$ cat src/rtl/cam_pattern_tx.sv
// Imager LVDS link emulator: emits 40-bit words (sync lane + 4 data lanes) with training, framing codes and a pixel ramp.
// Optional build macro CAM_TX_FRAME_CNT_EN: line 0's first IMG word carries frame_count as a frame tag.
module cam_pattern_tx #(
   parameter int WIDTH_WORDS = 4,
   parameter int LINES       = 3,
   parameter int HBLANK      = 2,
   parameter int VBLANK      = 5
) (
   input  logic        c,
   input  logic        rst,
   input  logic        en,
   input  logic        start,
   input  logic        free_run,
   output logic [39:0] txd,
   output logic        busy,
   output logic        frame_done,
   output logic [15:0] frame_count
);
   localparam logic [2:0] S_TRAIN = 3'd0;
   localparam logic [2:0] S_SOL   = 3'd1;
   localparam logic [2:0] S_IMG   = 3'd2;
   localparam logic [2:0] S_EOL   = 3'd3;
   localparam logic [2:0] S_HBL   = 3'd4;
   localparam logic [2:0] S_VBL   = 3'd5;

   localparam logic [7:0] SY_TR  = 8'h3A;
   localparam logic [7:0] SY_FS  = 8'hAA;
   localparam logic [7:0] SY_LS  = 8'h2A;
   localparam logic [7:0] SY_IMG = 8'h0D;
   localparam logic [7:0] SY_LE  = 8'h12;
   localparam logic [7:0] SY_FE  = 8'h32;
   localparam logic [7:0] SY_BL  = 8'h15;

   localparam logic [11:0] WORD_LAST = 12'(WIDTH_WORDS - 1);
   localparam logic [11:0] LINE_LAST = 12'(LINES - 1);
   localparam logic [7:0]  HBL_LAST  = 8'(HBLANK - 1);
   localparam logic [7:0]  VBL_LAST  = 8'(VBLANK - 1);

   logic [2:0]       state_q, state_d;
   logic [11:0]      word_q, word_d;
   logic [11:0]      line_q, line_d;
   logic [7:0]       blk_q, blk_d;
   logic [15:0]      fcnt_q, fcnt_d;
   logic [39:0]      txd_q, txd_d;
   logic             busy_q, busy_d;
   logic             done_q, done_d;
   logic             line_end;
   logic [3:0][7:0]  pix;

   // Next state and counters; txd is then built from the next state so every output is a flop.
   always_comb begin
      state_d  = state_q;
      word_d   = word_q;
      line_d   = line_q;
      blk_d    = blk_q;
      fcnt_d   = fcnt_q;
      line_end = 1'b0;
      if (!en) begin
         state_d = S_TRAIN;
         word_d  = '0;
         line_d  = '0;
         blk_d   = '0;
      end else begin
         case (state_q)
            S_TRAIN: begin
               if (start) begin
                  state_d = S_SOL;
                  word_d  = '0;
                  line_d  = '0;
                  blk_d   = '0;
               end
            end
            S_SOL: begin
               state_d = S_IMG;
               word_d  = '0;
            end
            S_IMG: begin
               if (word_q == WORD_LAST) state_d = S_EOL;
               else                     word_d  = word_q + 12'd1;
            end
            S_EOL: begin
               if (HBLANK == 0) line_end = 1'b1;
               else begin
                  state_d = S_HBL;
                  blk_d   = '0;
               end
            end
            S_HBL: begin
               if (blk_q == HBL_LAST) line_end = 1'b1;
               else                   blk_d    = blk_q + 8'd1;
            end
            S_VBL: begin
               if (blk_q == VBL_LAST) begin
                  fcnt_d = fcnt_q + 16'd1;
                  state_d = (free_run || start) ? S_SOL : S_TRAIN;
                  word_d  = '0;
                  line_d  = '0;
                  blk_d   = '0;
               end else begin
                  blk_d = blk_q + 8'd1;
               end
            end
            default: begin
               state_d = S_TRAIN;
               word_d  = '0;
               line_d  = '0;
               blk_d   = '0;
            end
         endcase
         if (line_end) begin
            blk_d = '0;
            if (line_q == LINE_LAST) state_d = S_VBL;
            else begin
               state_d = S_SOL;
               line_d  = line_q + 12'd1;
            end
         end
      end

      busy_d = (state_d != S_TRAIN);
      done_d = (state_d == S_VBL) && (blk_d == VBL_LAST);

      // Ramp is (line + 4*word + lane) mod 256, so only the low bits of each counter matter.
      for (int k = 0; k < 4; k++)
         pix[k] = line_d[7:0] + {word_d[5:0], 2'b00} + 8'(k);

      case (state_d)
         S_TRAIN: txd_d = {5{SY_TR}};
         S_SOL:   txd_d = {((line_d == 12'd0) ? SY_FS : SY_LS), 32'h0};
         S_IMG:   txd_d = {SY_IMG, pix};
         S_EOL:   txd_d = {((line_d == LINE_LAST) ? SY_FE : SY_LE), 32'h0};
         default: txd_d = {SY_BL, 32'h0};
      endcase
`ifdef CAM_TX_FRAME_CNT_EN
      if (state_d == S_IMG && line_d == 12'd0 && word_d == 12'd0)
         txd_d = {SY_IMG, 16'h0, fcnt_q};
`endif
   end

   always_ff @(posedge c) begin
      if (rst) begin
         state_q <= S_TRAIN;
         word_q  <= '0;
         line_q  <= '0;
         blk_q   <= '0;
         fcnt_q  <= '0;
         txd_q   <= 40'h3A3A3A3A3A;
         busy_q  <= 1'b0;
         done_q  <= 1'b0;
      end else begin
         state_q <= state_d;
         word_q  <= word_d;
         line_q  <= line_d;
         blk_q   <= blk_d;
         fcnt_q  <= fcnt_d;
         txd_q   <= txd_d;
         busy_q  <= busy_d;
         done_q  <= done_d;
      end
   end

   assign txd         = txd_q;
   assign busy        = busy_q;
   assign frame_done  = done_q;
   assign frame_count = fcnt_q;
endmodule

$ cat config.mk
export PLATFORM = sky130hd
export DESIGN_NAME = cam_pattern_tx
export DESIGN_NICKNAME = d
export VERILOG_FILES = /design/src/rtl/cam_pattern_tx.sv
export SDC_FILE = /design/constraint.sdc
export NUM_CORES = 1
export LEC_CHECK = 0
export CAP_MARGIN = 15
export CORE_MARGIN = 1.5
export CORE_UTILIZATION = 30
export DETAILED_ROUTE_END_ITERATION = 10
export PLACE_DENSITY_LB_ADDON = 0.15
export RECOVER_POWER = 100
export SLEW_MARGIN = 20
export SYNTH_ARGS = -nofsm -noshare
export SYNTH_HDL_FRONTEND = slang
export SYNTH_SLANG_ARGS = --single-unit
$ cat constraint.sdc
create_clock -name c -period 5.5 [get_ports c]
set_input_delay 1.65 -clock c [delete_from_list [all_inputs] [get_ports c]]
set_output_delay 1.65 -clock c [all_outputs]
set_load 0.005 [all_outputs]
==> Yosys cells after proc, flatten, opt, wreduce, memory -nomap -nowiden <==
Index checks and enable logic that the tools add are counted.
{ "op_classes": {"n_addsub": 8, "eq_ne": 18, "mux": 31, "bitwise_logic": 2, "reduce_logical": 12} }
{ "ops": {"columns": ["operator", "count"], "rows": [
  ["$pmux W40 S4", 1],
  ["$mux W12", 8],
  ["$mux W8", 6],
  ["$pmux W12 S4", 1],
  ["$eq A12 B2 Y1 const B", 3],
  ["$pmux W12 S3", 1],
  ["$pmux W8 S4", 1],
  ["$add A12 B1 Y12 const B", 2],
  ["$mux W3", 6],
  ["$pmux W3 S6", 1],
  ["$add A16 B1 Y16 const B", 1],
  ["$add A8 B1 Y8 const B", 2],
  ["$add A8 B2 Y8 const B", 2],
  ["$eq A8 B3 Y1 const B", 2],
  ["$eq A3 B2 Y1 const B", 4],
  ["$logic_not A12 Y1", 1],
  ["$mux W6", 2],
  ["$eq A3 B3 Y1 const B", 3],
  ["$add A8 B8 Y8", 1],
  ["$eq A8 B1 Y1 const B", 1],
  ["$eq A3 B1 Y1 const B", 2],
  ["$logic_not A3 Y1", 2],
  ["$ne A2 B2 Y1 const B", 3],
  ["$reduce_or A2 Y1", 3],
  ["other kinds (8)", 12]
]} }
{ "word_totals": {"reg_bits": 93, "input_bits": 5, "out_inout_bits": 58, "word_cells": 80} }

==> Depth between registers and ports, before layout <==
Gate-level depths: netlist of the first run.
{ "logic_depth": {"word_depth": 9, "depth_mapped": 16, "depth_no_buf": 16} }

==> Least setup slack after synthesis of the first run <==
No wires, ideal clock.
{ "synth_timing": {"kind": "input to register", "startpoint": "input en", "endpoint": "register txd_q[31], in the netlist txd[31]", "setup_time_ns": 0.070, "arrival_time_ns": 4.266, "required_time_ns": 5.430, "slack_ns": 1.164, "path_stages": 11, "n_path_buf": 2, "cell_sequence": "clkbuf_1 -> clkbuf_1 -> o21ai_1 -> nor2_1 -> ha_1 -> a21o_1 -> a21oi_1 -> o21ai_0 -> xnor3_2 -> or4_1 -> a21oi_1"} }
{ "synth_between": {"elab_chain_cells": 4, "elab_cells_between_ends": 10, "classes_between": "add/sub (2); eq/ne (3); mux (4); reduce/logical (1)"} }
{ "synth_lines": {"columns": ["element", "line_no", "rtl"], "rows": [
  ["from (decl)", "11", "input logic en,"],
  ["$mux W12", "58", "if (!en) begin"],
  ["named net line_d[3]", "41", "logic [11:0] line_q, line_d;"],
  ["$add A8 B8 Y8", "125", "pix[k] = line_d[7:0] + {word_d[5:0], 2'b00} + 8'(k);"],
  ["$add A8 B2 Y8", "125", null],
  ["$pmux W40 S4", "127", "case (state_d)"],
  ["to (signal assigned)", "156", "txd_q <= txd_d;"],
  ["to (decl)", "44", "logic [39:0] txd_q, txd_d;"]
]} }
The timed path passes the listed nets, and every way through them passes these cells.
A chain may end at the register's enable or synchronous reset.

==> Final worst setup path of the first run <==
{ "layout_timing": {"startpoint": "input start", "endpoint": "register txd_q[30], in the netlist txd[30]"} }
{ "layout_between": {"elab_chain_cells": 8, "elab_cells_between_ends": 22, "classes_between": "add/sub (2); eq/ne (3); mux (15); reduce/logical (2)"} }
{ "layout_lines": {"columns": ["element", "line_no", "rtl"], "rows": [
  ["from (decl)", "12", "input logic start,"],
  ["$mux W12 (*)", "66", "if (start) begin"],
  ["$pmux W12 S3 (*)", "64", "case (state_q)"],
  ["$mux W12", "112", "if (line_q == LINE_LAST) state_d = S_VBL;"],
  ["$mux W12 (*)", "110", "if (line_end) begin"],
  ["$mux W12 (*)", "58", null],
  ["named net line_d[2]", "41", null],
  ["$add A8 B8 Y8 (*)", "125", null],
  ["$add A8 B2 Y8 (*)", "125", null],
  ["$pmux W40 S4 (*)", "127", null]
]} }
Mark *: on every way through the listed nets, which the timed path passes. The rest lies on a longest branch. The select of a mux whose other input is x is not followed.

==> metrics.txt, run 1 <==
drt first-iter violations=196; synth unique cells=58; Worst R2R Setup Slack=~1200 ps; Post-Syn Nets=between 500 and 600; root buffer cell=clkbuf_16; vias in the first global route=3,862; crit path from=start; Via density=5.17; worst slack at placement=532 ps; CTS tree=done; first-pass GRT wire length=between 15,000 and 20,000 um; WP data required=approximately 5700 ps; clock sink total=89; VDD IR max=134 uV; share of cells above drive strength 1=4.29%; Skew-Pair Late Insertion Delay=360 ps; Syn Inst Count=545; largest net degree at the start of global routing=29; CP Max Fanout=6; Clock Path Buffers=2; met3 Use GR=3.63%; setup ws final=604 ps; Avg Cell Area, Syn=8.40 um2; GRT Max-Usage Layer=met2; Hold Buf Count CTS=0; power density cells=233 nW/um2; initial antenna violation count=1; Max Freq=204 MHz; Rows=44; gpl congestion=0.849; Routed WL per cell=15.4 um; EDFF count, synth=0; Post-layout nets=about 620; Worst-path clk slew=70 ps; DR pass1 iterations=5; cts bufs inserted=9; die footprint=16,000 um2; Top-Level Pins=63; worst slew pin tran=783 ps; Top FF cell, synth=dfxtp_1; Overall Global Routing Usage=16.0%; classification of the worst setup path=in2reg; Post-CTS Setup Inserts=0; chip width=between 100 and 150 um; clk_skew=roughly 10 ps; via count=4,087; total leakage power=2.07 nW; reg-to-reg critical path startpoint=state_q[0]$_SDFF_PP0_; Ys Warns=0; total power draw=roughly 0.0013 W; Rel. slew slack=47.3%; crit path DAT=between 5000 and 6000 ps; Layout area overhead=22.7%; Hold WC Path Type=reg2reg; Max Slew Vio Count=0; Tmin final=about 5000 ps; status=finished, final reports clean; final setup fails=0; WL final=12,200 um; met1 track demand over resource=approximately a fifth; number of fill cells=1,490; Starting Density=a little under a third; period utilization=roughly nine tenths; Crit path largest cell delay=about 600 ps; Die Ht=127 um; crit path to=txd[30]$_SDFF_PP0_; RR Endpoint=txd[30]$_SDFF_PP0_; CP Capture Type=register; Yosys reg bits=89; DRC errors left=0; Reg2Reg Depth=14; Worst path slowest cell=dlygate4sd3_1; post_cts resized=0; met2 GRT Util=a little over a quarter; ANT nets after route=0; critical path, cell by cell=dlygate4sd3_1 -> nor3b_1 -> nor2_1 -> o21ai_0 -> nor2_1 -> ha_1 -> fa_1 -> xor2_1 -> clkbuf_1 -> inv_1 -> or3_1 -> nor2_1 -> xnor2_1 -> nor2_1; Detail Placement HPWL=between 9000 and 10,000 um; async set-reset flop share out of synthesis=0%; Post-Synthesis Cell Area=about 4600 um2; H-tree Lvls=3; total grt overflow=0; Final Non-Filler Cells=roughly 790; setup TNS=0 ps; core area=14,700 um2; Cells after DPL=774; Max Cap Viol=0; RSZ-0062 raised after global routing=false; Final Hold Violating Endpoints=0; input/output buffers=61; startpoint types=primary input; CP most frequent cell=nor2_1; sequential fraction of the synthesis area=38.9%
-- worst min-delay path by stage --
stage | startpoint | to | slack, ps | depth (start not counted)
final | frame_count[14]$_SDFFE_PP0P_ | frame_count[14]$_SDFFE_PP0P_ | 510 | 2
after global routing | frame_count[14]$_SDFFE_PP0P_ | frame_count[14]$_SDFFE_PP0P_ | 530 | 2
after CTS | frame_count[14]$_SDFFE_PP0P_ | frame_count[14]$_SDFFE_PP0P_ | 510 | 2
after detailed placement | frame_count[14]$_SDFFE_PP0P_ | frame_count[14]$_SDFFE_PP0P_ | 500 | 2
after global placement | frame_count[14]$_SDFFE_PP0P_ | frame_count[14]$_SDFFE_PP0P_ | 490 | 2
after floorplan | word_q[11]$_SDFFE_PP0P_ | word_q[11]$_SDFFE_PP0P_ | 480 | 2
-- per-layer routing --
| layer | vias to the layer above | routed length (um) |
|---|---|---|
| li1 | 2031 | - |
| met1 | 1922 | 5660 |
| met2 | 115 | 5670 |
| met3 | 19 | 601 |
| met4 | 0 | 260 |
| met5 | - | 0 |
-- logic make-up (layout without fill, tap and decap cells) --
| logic type | Yosys count | in the layout | share of synthesized area, % |
|---|---|---|---|
| compound gates | 101 | 101 | 13.6 |
| xor+xnor | 50 | 50 | 9.89 |
| fa+ha+maj | 18 | 18 | 5.08 |
| buf+inv | 46 | 107 | 4.26 |
| flops | 89 | 89 | 38.9 |
| mux | 2 | 2 | 0.437 |
| other cells | 1 | 2 | 0.0819 |
| simple gates | 238 | 238 | 27.8 |
-- synthesized netlist by cell type, types with 2 or more instances --
| cell | n | area (um2) |
|---|---|---|
| a21oi_1 | 30 | 150 |
| nand3_1 | 30 | 150 |
| a211oi_1 | 2 | 15.0 |
| or3_1 | 9 | 56.3 |
| nand2b_1 | 5 | 31.3 |
| nand3b_1 | 6 | 45.0 |
| and2_1 | 6 | 37.5 |
| or2_2 | 2 | 12.5 |
| xnor2_1 | 31 | 272 |
| and3_1 | 14 | 87.6 |
| nor2b_1 | 10 | 62.6 |
| o32ai_1 | 2 | 17.5 |
| a31oi_1 | 4 | 25.0 |
| nor4_1 | 11 | 68.8 |
| o21ai_1 | 3 | 15.0 |
| xor2_1 | 18 | 158 |
| o21a_1 | 3 | 22.5 |
| or4_4 | 2 | 22.5 |
| nand4_1 | 11 | 68.8 |
| o21ai_0 | 27 | 135 |
| o21bai_1 | 2 | 15.0 |
| o31a_1 | 4 | 35.0 |
| o31ai_1 | 6 | 45.0 |
| nor3_1 | 14 | 70.1 |
| inv_1 | 19 | 71.3 |
| buf_4 | 4 | 30.0 |
| o311a_1 | 2 | 20.0 |
| mux2i_1 | 2 | 20.0 |
| dfxtp_1 | 89 | 1780 |
| ha_1 | 17 | 213 |
| a21o_1 | 4 | 30.0 |
| and4_1 | 2 | 17.5 |
| a22oi_1 | 6 | 45.0 |
| nor3b_1 | 6 | 45.0 |
| clkbuf_1 | 22 | 82.6 |
| nand2_1 | 27 | 101 |
| nor2_1 | 71 | 267 |
| a211o_1 | 2 | 17.5 |
-- through the flow --
step           utilization (%)  hold WS (ps)  area [um2]
6_report                  38.2           512        5620
5_1_grt                   38.2           533        5620
4_1_cts                   38.5           510        5660
3_5_place_dp              36.6           499        5380
3_3_place_gp              36.6           489        5380
2_1_floorplan                -           480        4580
-- registers in the layout, summed over array words and instances (netlist names) --
name / flops
state_q: 3
txd: 36
frame_count: 16
line_q: 12
frame_done: 1
word_q: 12
busy: 1
blk_q: 8
-- final cells by class --
type	count	area [um2]	share of cell area, %
repair buffers	72	659	11.7
flip-flops and latches	89	1780	31.7
multi-input cells	410	2590	46.2
clock buffers	9	225	4.01
inverters	19	71.3	1.27
clock inverters	7	55.1	0.980
well taps	184	230	4.10
diodes	1	2.50	0.0445
-- critical path, delay by kind of cell --
family / cells / cell delay [ps]
buf+inv: 3 / 1110
simple gates: 6 / 1110
fa+ha+maj: 2 / 630
compound gates: 1 / 310
xor+xnor: 2 / 300
-- power by group --
| group | total (W) | switching [W] | internal (W) |
|---|---|---|---|
| clock | 0.000587 | 0.000277 | 0.000311 |
| sequential | 0.000658 | 0.00000419 | 0.000653 |
| combinational | 0.0000627 | 0.0000368 | 0.0000258 |
| total | 0.00131 | 0.000318 | 0.000990 |
-- placed cells by master (no fill, tap or decap), drive strengths merged, types with 5 or more instances in the layout --
cell / n
a22oi: 6
nand4: 11
nand2: 27
xnor2: 31
and2: 7
nand3: 30
nor3b: 6
nand2b: 5
clkbuf: 18
nand3b: 6
dfxtp: 89
and3: 14
inv: 21
nor2: 72
ha: 17
o21ai: 30
nor2b: 10
xor2: 18
nor4: 13
dlygate4sd3: 59
or3: 9
a21oi: 30
nor3: 15
o31ai: 6
Note: power is estimated with default switching activity, not from simulation.
==> inputs of run 2 (changes only) <==
Settings changed: REMOVE_ABC_BUFFERS from default to 1.
==> metrics.txt, run 2 (synthesis results as in run 1) <==
WL final=11,900 um (was 12,200 um); RR Endpoint=txd[31]$_SDFF_PP0_ (was txd[30]$_SDFF_PP0_); CP most frequent cell=a21oi_1 (was nor2_1); Levels on crit path=11 (was 14); vias in the first global route=3,896 (was 3,862); Reg2Reg Depth=12 (was 14); period utilization=90.9% (was 89.0%); Worst-path clk slew=70 ps (about the same); clk_skew=6.03 ps (was 10.4 ps); Layout Utilization=38.5% (was 38.2%); Max Slew Vio Count=0 (unchanged); worst slack at placement=404 ps (was 532 ps); worst path bufs/invs=2 (was 3); Post-CTS Setup Inserts=0 (unchanged); highest metal used=met4 (unchanged); root buffer cell=clkbuf_16 (unchanged); Die Ht=127 um (unchanged); setup TNS=0 ps (unchanged); most common cell after layout, fill and taps aside=dfxtp_1 (unchanged); most frequent cells in the layout=dfxtp_1, nor2_1, dlygate4sd3_1 (unchanged); CTS tree=done (unchanged); Routed WL per cell=15.1 um (was 15.4 um); Overall Global Routing Usage=15.3% (was 16.0%); total power draw=0.00139 W (was 0.00131 W); reg-to-reg critical path startpoint=state_q[0]$_SDFF_PP0_ (unchanged); Layout area overhead=23.5% (was 22.7%); crit path DAT=5280 ps (was 5130 ps); cts bufs inserted=9 (unchanged); VDD IR max=129 uV (was 134 uV); Hold Crit Endpoint=frame_count[14]$_SDFFE_PP0P_ (unchanged); Hold WC Path Type=reg2reg (unchanged); startpoint types=primary input (unchanged); Top-Level Pins=63 (unchanged); initial antenna violation count=0 (was 1); Hold Buf Count CTS=0 (unchanged); DRC errors left=0 (unchanged); HP Start=frame_count[14]$_SDFFE_PP0P_ (unchanged); Final Non-Filler Cells=787 (was 791); total grt overflow=0 (unchanged); gpl congestion=0.861 (was 0.849); met1 wire length=5880 um (was 5660 um); Final Hold Violating Endpoints=0 (unchanged); final setup fails=0 (unchanged); clock sink total=89 (unchanged); Skew-Pair Late Insertion Delay=350 ps (was 360 ps); Cells after DPL=771 (was 774); WP data required=5780 ps (was 5730 ps); CP Max Fanout=18 (was 6); RSZ-0062 raised after global routing=false (unchanged); CP Capture Type=register (unchanged); total leakage power=2.09 nW (was 2.07 nW); worst slew pin tran=1240 ps (was 783 ps); Crit path largest cell delay=670 ps (was 600 ps); Via density=5.18 (was 5.17); chip width=127 um (unchanged); metal3 WL=479 um (was 601 um); antenna cells=0 (was 1); largest net degree at the start of global routing=28 (was 29); H-tree Lvls=3 (unchanged); Tmin final=5000 ps (was 4900 ps); drt first-iter violations=271 (was 196); post_cts resized=0 (unchanged); number of flip-flops in the largest register=36 (unchanged); Met2 Wirelength=5340 um (was 5670 um); cell family with most CP delay=buffers and inverters (unchanged); die footprint=16,000 um2 (unchanged); core area=14,700 um2 (unchanged); Post-layout nets=621 (was 624); status=finished, final reports clean (unchanged); Worst path slowest cell=clkbuf_1 (was dlygate4sd3_1); power density cells=246 nW/um2 (was 233 nW/um2); Worst Hold Depth=2 (unchanged); ANT nets after route=0 (unchanged); first-pass GRT wire length=19,500 um (was 20,000 um); Rel. slew slack=17.2% (was 47.3%); Max Freq=200 MHz (was 204 MHz); Clock Path Buffers=2 (unchanged); input/output buffers=61 (unchanged); Starting Density=31.2% (unchanged); via count=4,076 (was 4,087); Worst R2R Setup Slack=1190 ps (was 1180 ps); Detail Placement HPWL=8930 um (was 9360 um); Rows=44 (unchanged); DR pass1 iterations=5 (unchanged); Max Cap Viol=0 (unchanged); share of cells above drive strength 1=4.48% (was 4.29%); critical path, cell by cell=clkdlybuf4s50_1 -> clkbuf_1 -> o21ai_1 -> nor2_1 -> ha_1 -> a21o_1 -> a21oi_1 -> o21ai_0 -> xnor3_1 -> or4_1 -> a21oi_1 (was dlygate4sd3_1 -> nor3b_1 -> nor2_1 -> o21ai_0 -> nor2_1 -> ha_1 -> fa_1 -> xor2_1 -> clkbuf_1 -> inv_1 -> or3_1 -> nor2_1 -> xnor2_1 -> nor2_1); setup ws final=500 ps (was 604 ps); classification of the worst setup path=in2reg (unchanged)
run 2: worst min-delay path: stages (launching register included):
cell and delay [ps]:
dfxtp_1 330, o21ai_0 80, a21oi_1 60
run 2: layer usage:
layer / vias up / GRT usage, %
li1: 2020 / -
met1: 1943 / 20.1
met2: 97 / 24.6
met3: 16 / 3.92
met4: 0 / 4.94
met5: - / 0
run 2: area by class of cell:
type / instances / area, um2
fillers: 1534 / 9040
inverters: 19 / 71.3
clock inverters: 7 / 100
well taps: 184 / 230
clock buffers: 9 / 225
repair buffers: 69 / 652
flip-flops and latches: 89 / 1780
multi-input cells: 410 / 2590
run 2: worst max-delay path by stage:
stage	from	end	slack (ps)
global placement	start	txd[31]$_SDFF_PP0_	520
detailed placement	start	txd[31]$_SDFF_PP0_	400
finish	en	txd[31]$_SDFF_PP0_	500
global route	en	txd[31]$_SDFF_PP0_	280
CTS	start	txd[31]$_SDFF_PP0_	770
floorplan	start	txd[14]$_SDFF_PP0_	1230
run 2: stage by stage:
stage	cell area, um2	hold WS (ps)
CTS	5680	513
detailed placement	5360	502
global placement	5360	492
finish	5660	512
floorplan	4460	480
global route	5660	552
run 2: power by group:
group          internal (W)  switching [W]
Clock              0.000402       0.000271
Sequential         0.000654     0.00000424
Combinational     0.0000258      0.0000366
Total               0.00108       0.000312
